`config.mk`:
```
export PLATFORM = sky130hd
export DESIGN_NAME = cla_nibble_sequencer
export DESIGN_NICKNAME = d
export VERILOG_FILES = /design/src/rtl/cla_nibble_sequencer_pkg.sv /design/src/rtl/cla_nibble_sequencer_slice.sv /design/src/rtl/cla_nibble_sequencer.sv
export SDC_FILE = /design/constraint.sdc
export NUM_CORES = 1
export LEC_CHECK = 0
export CAP_MARGIN = 10
export CORE_ASPECT_RATIO = 1.2
export CORE_MARGIN = 2
export CORE_UTILIZATION = 30
export DETAILED_ROUTE_END_ITERATION = 7
export GPL_TIMING_DRIVEN = 0
export HOLD_SLACK_MARGIN = 0.03
export SYNTH_ARGS = -nofsm -noshare
export SYNTH_HDL_FRONTEND = slang
export SYNTH_HIERARCHICAL = 1
export SYNTH_SLANG_ARGS = --single-unit
```
`constraint.sdc`:
```
create_clock -name clk -period 7.3 [get_ports clk]
set_input_delay 1.46 -clock clk [delete_from_list [all_inputs] [get_ports clk]]
set_output_delay 1.46 -clock clk [all_outputs]
set_load 0.005 [all_outputs]
```
`src/rtl/cla_nibble_sequencer_pkg.sv`:
```
// cla_nibble_sequencer_pkg: shared FSM encoding, nibble width and index sizing
package cla_nibble_sequencer_pkg;
    localparam int NIBBLE_W = 4;
    typedef logic [1:0] state_t;
    localparam state_t IDLE = 2'd0;
    localparam state_t RUN  = 2'd1;
    localparam state_t DONE = 2'd2;
    function automatic int idx_w(input int width);
        return $clog2(width / NIBBLE_W);
    endfunction
endpackage

```
`src/rtl/cla_nibble_sequencer_slice.sv`:
```
// cla4_slice: 4-bit generate/propagate carry-lookahead adder slice
module cla4_slice (
    input  logic [3:0] x,
    input  logic [3:0] y,
    input  logic       ci,
    output logic [3:0] s,
    output logic       co,
    output logic       c3
);
    logic [3:0] g, p;
    logic c1, c2;
    assign g  = x & y;
    assign p  = x ^ y;
    assign c1 = g[0] | (p[0] & ci);
    assign c2 = g[1] | (p[1] & g[0]) | (p[1] & p[0] & ci);
    assign c3 = g[2] | (p[2] & g[1]) | (p[2] & p[1] & g[0]) | (p[2] & p[1] & p[0] & ci);
    assign co = g[3] | (p[3] & g[2]) | (p[3] & p[2] & g[1]) | (p[3] & p[2] & p[1] & g[0])
              | (p[3] & p[2] & p[1] & p[0] & ci);
    assign s  = p ^ {c3, c2, c1, ci};
endmodule

```
`src/rtl/cla_nibble_sequencer.sv`:
```
// cla_nibble_sequencer: multi-cycle wide adder reusing one 4-bit lookahead slice per nibble
module cla_nibble_sequencer
    import cla_nibble_sequencer_pkg::*;
#(
    parameter int WIDTH = 16
) (
    input  logic             clk,
    input  logic             rst_n,
    input  logic             in_valid,
    output logic             in_ready,
    input  logic [WIDTH-1:0] a,
    input  logic [WIDTH-1:0] b,
    input  logic             cin,
    output logic             out_valid,
    input  logic             out_ready,
    output logic [WIDTH-1:0] sum,
    output logic             cout,
    output logic             ovf,
    output logic             busy
);
    localparam int NIB = WIDTH / NIBBLE_W;
    localparam int IW  = idx_w(WIDTH);
    state_t          state;
    logic [IW-1:0]   idx;
    logic            carry;
    logic [WIDTH-1:0] ra, rb;
    logic [3:0]      x, y, s;
    logic            co, c3, last;
    assign x         = ra[idx*NIBBLE_W +: NIBBLE_W];
    assign y         = rb[idx*NIBBLE_W +: NIBBLE_W];
    assign last      = idx == IW'(NIB - 1);
    assign in_ready  = state == IDLE;
    assign out_valid = state == DONE;
    assign busy      = state != IDLE;
    cla4_slice u_slice (.x(x), .y(y), .ci(carry), .s(s), .co(co), .c3(c3));
    always_ff @(posedge clk or negedge rst_n) begin
        if (!rst_n) begin
            state <= IDLE;
            idx   <= '0;
            carry <= 1'b0;
            ra    <= '0;
            rb    <= '0;
            sum   <= '0;
            cout  <= 1'b0;
            ovf   <= 1'b0;
        end else begin
            case (state)
                IDLE: if (in_valid) begin
                    ra    <= a;
                    rb    <= b;
                    carry <= cin;
                    idx   <= '0;
                    sum   <= '0;
                    state <= RUN;
                end
                RUN: begin
                    sum[idx*NIBBLE_W +: NIBBLE_W] <= s;
                    carry <= co;
                    // hold idx on the final nibble so it never wraps mid-operation
                    idx   <= last ? idx : idx + 1'b1;
                    if (last) begin
                        cout  <= co;
                        ovf   <= c3 ^ co;
                        state <= DONE;
                    end
                end
                DONE: if (out_ready) state <= IDLE;
                default: state <= IDLE;
            endcase
        end
    end
endmodule
```
==> impl_metrics.py <==
metrics = {
    "timing": {
        "fin_crit_ns": 3.22,
        "worstMarginPinSlew_ns": 0.701,
        "tns_ns": 0,
        "drv_slew": 0,
        "min_period_over_period_pct": 44.2,
        "hold_slack_ns": 0.493,
        "slew-limit-headroom_pct": 53.3,
        "setup_violations": 0,
        "fmax_mhz": 310,
        "rsz0062_at_grt": "no",
        "hold_viol_final": 0,
        "fin_skew_ns": 0.0160,
    },
    "cts": {
        "clockBufferDepth": 2,
        "clock_latency_ns": 0.31,
        "cts_resized": 0,
        "cts.reportedPaths.clkPinSlew_ns": 0.10,
        "cts_tree": "done",
        "ctsHtreeMaxLevel": 2,
        "root_buffer": "clkbuf_8",
        "cts_sinks": 55,
        "post-cts-setup-buffer-count": 0,
        "cts.hold.buffers_added": 0,
        "numCtsBuffers": 5,
    },
    "critical_path": {
        "worstPathRequired_ns": 5.84,
        "worstPathBufferInverterCount": 2,
        "crit_fanout": 10,
        "crit_slowest_cell": "clkdlybuf4s50_1",
        "critPathKind": "flip-flop to output pin",
        "cp-end-kind": "output pin",
        "crit_path_max_incr_delay_ns": 0.53,
        "cp_top_family": "buffers and inverters",
        "path_cells": "clkbuf_1 > nor2b_1 > clkdlybuf4s50_1",
        "worstPathArrival_ns": 1.76,
        "startpoint_type": "flip-flop",
    },
    "power": {
        "total_power_mw": 1.62,
        "leakagePower_nw": 1.46,
        "peakVddDrop_mv": 0.203,
        "powerDensity_nw_per_um2": 472,
    },
    "final_layout": {
        "drive_gt1_share_pct": 24.0,
        "finalCoreUtilization_pct": 40.3,
        "fin_area_um2": 3430,
        "syn_to_final_growth_pct": 31.4,
        "antenna_cells": 0,
        "num-nets-final": 297,
    },
    "synthesis": {
        "yosysTopAreaCell": "dfrtp_1",
        "synth_commonest_cells": "55 x dfrtp_1, 32 x mux2_2, 19 x a22o_1",
        "synth_edf_count": 0,
        "synth_nets": 232,
        "synth_area_leaders": "dfrtp_1 53%, mux2_2 14%, mux4_2 6.9%",
        "ys_ff_latch": 55,
        "synth.yosys.seq_area_share_pct": 52.7,
        "synthesis.area_um2": 2610,
        "synth.most_common_cell": "dfrtp_1",
        "avgSynthCellArea_um2": 14.2,
        "ys_warn_count": 6,
        "synth_ff_type": "dfrtp_1",
        "synthArstFlopShare_pct": 100,
        "synth_top_area_share_pct": 52.7,
        "netlist_instances": 184,
        "yosysUniqueCellTypes": 32,
    },
    "placement": {
        "place.gp.congestion": 0.817,
        "place_area_um2": 3350,
        "port-buffer-count": 57,
        "dp.final_hpwl_um": 4170,
    },
    "outcome": {
        "status": "finished, final reports clean",
    },
    "detailed_routing": {
        "detail-route-antenna-nets": 0,
        "drc": 0,
        "vias": 1683,
        "drt_iter0_markers": 40,
        "viasPerCell": 4.59,
        "routedWlPerCell_um": 15.2,
        "wirelength_um": 5570,
        "drt_pass1_iterations": 4,
    },
    "die": {
        "fp.dieH_um": 106,
        "rows": 37,
        "num_io_pins": 58,
        "die_width_um": 89.2,
        "die-area_um2": 9480,
        "initial_core_util_pct": 30.7,
        "core_um2": 8520,
    },
    "grt": {
        "grt_pass1_vias": 1810,
        "grt_max_degree": 36,
        "antenna_found_initial": 0,
        "grt.total_usage_pct": 12.8,
        "grt-ovfl-total": 0,
        "grt_pass1_wl_um": 9230,
    },
    "run": {
        "maxCapViolCount": 0,
    },
    "worst_hold_path": {
        "hold_class": "flip-flop to flip-flop",
    },
}
## flip-flops by register name (all words and copies together) (netlist names)
register / count
state: 2
rb: 16
carry: 1
cout: 1
ovf: 1
idx: 2
ra: 16
sum: 16
## layout by cell type (no fill, tap or decap), types with 4 or more instances in the layout
cell	count
a21o_1	5
nand2_1	8
inv_1	6
clkdlybuf4s50_1	56
dfrtp_1	55
nor2_1	4
clkbuf_1	4
clkbuf_8	5
a22o_1	19
mux2_2	32
ha_1	10
mux4_2	8
## cell type report
class                   count  area (um^2)
fillers                   847         5080
flip-flops and latches     55         1380
well taps                 117          146
multi-input cells         114         1160
clock inverters             2         16.3
clock buffers               6         72.6
inverters                   7         26.3
repair buffers             58          586
plain buffers               8         55.1
## per-stage QoR
stage | std cells | setup WS, ns
after global routing | 367 | 3.94
after detailed placement | 359 | 4.31
after global placement | 358 | 3.02
final | 367 | 4.08
after CTS | 367 | 4.05
after floorplan | 184 | 4.77
## report_power, final
group	internal [mW]	leakage (nW)	switching, mW	total, mW
sequential	0.447	0.685	0.0794	0.526
clock	0.0692	0.0418	0.103	0.172
combinational	0.465	0.736	0.456	0.922
total	0.981	1.46	0.639	1.62
## worst paths after layout
| kind | startpoint | to | slack (ns) | cells past startpoint |
|---|---|---|---|---|
| setup reg to reg | idx[0] | sum[3] | 4.39 | 7 |
| max in group asynchronous | rst_n | ra[14] | 5.63 | 2 |
| hold reg to reg | ovf | ovf | 0.49 | 2 |
| min in group asynchronous | rst_n | sum[11] | 1.10 | 1 |
| setup / recovery | state[1] | out_valid | 4.08 | 3 |
| hold / removal | ovf | ovf | 0.49 | 2 |
## metal layers
metal	track usage, %	wire length [um]	share of wire [%]
met1	16.7	2490	45
met5	0	0	0
met3	2.48	194	3.5
met4	2.88	51	0.92
met2	21.6	2840	51
## cells by family (layout without fill, tap and decap cells)
kind of cell | count (synthesis) | in the layout | synth area share (%)
XOR/XNOR | 4 | 4 | 1.34
AO/OA/AOI/OAI | 32 | 32 | 9.96
buffers and inverters | 15 | 81 | 3.11
adder cells (fa/ha/maj) | 11 | 11 | 5.55
flip-flops | 55 | 55 | 52.7
AND/OR/NAND/NOR | 25 | 25 | 5.84
multiplexers | 42 | 42 | 21.5
## worst reg2reg max path, delay by kind of cell (launching register included)
| kind | cells | cell delay (ns) |
|---|---|---|
| adders and majority gates | 1 | 0.32 |
| buffers and inverters | 1 | 0.38 |
| AOI/OAI and AO/OA | 3 | 0.64 |
| DFF | 1 | 0.52 |
| xor gates and xnor gates | 1 | 0.40 |
| muxes | 1 | 0.59 |
No activity file was read; power rests on OpenSTA's default activity.
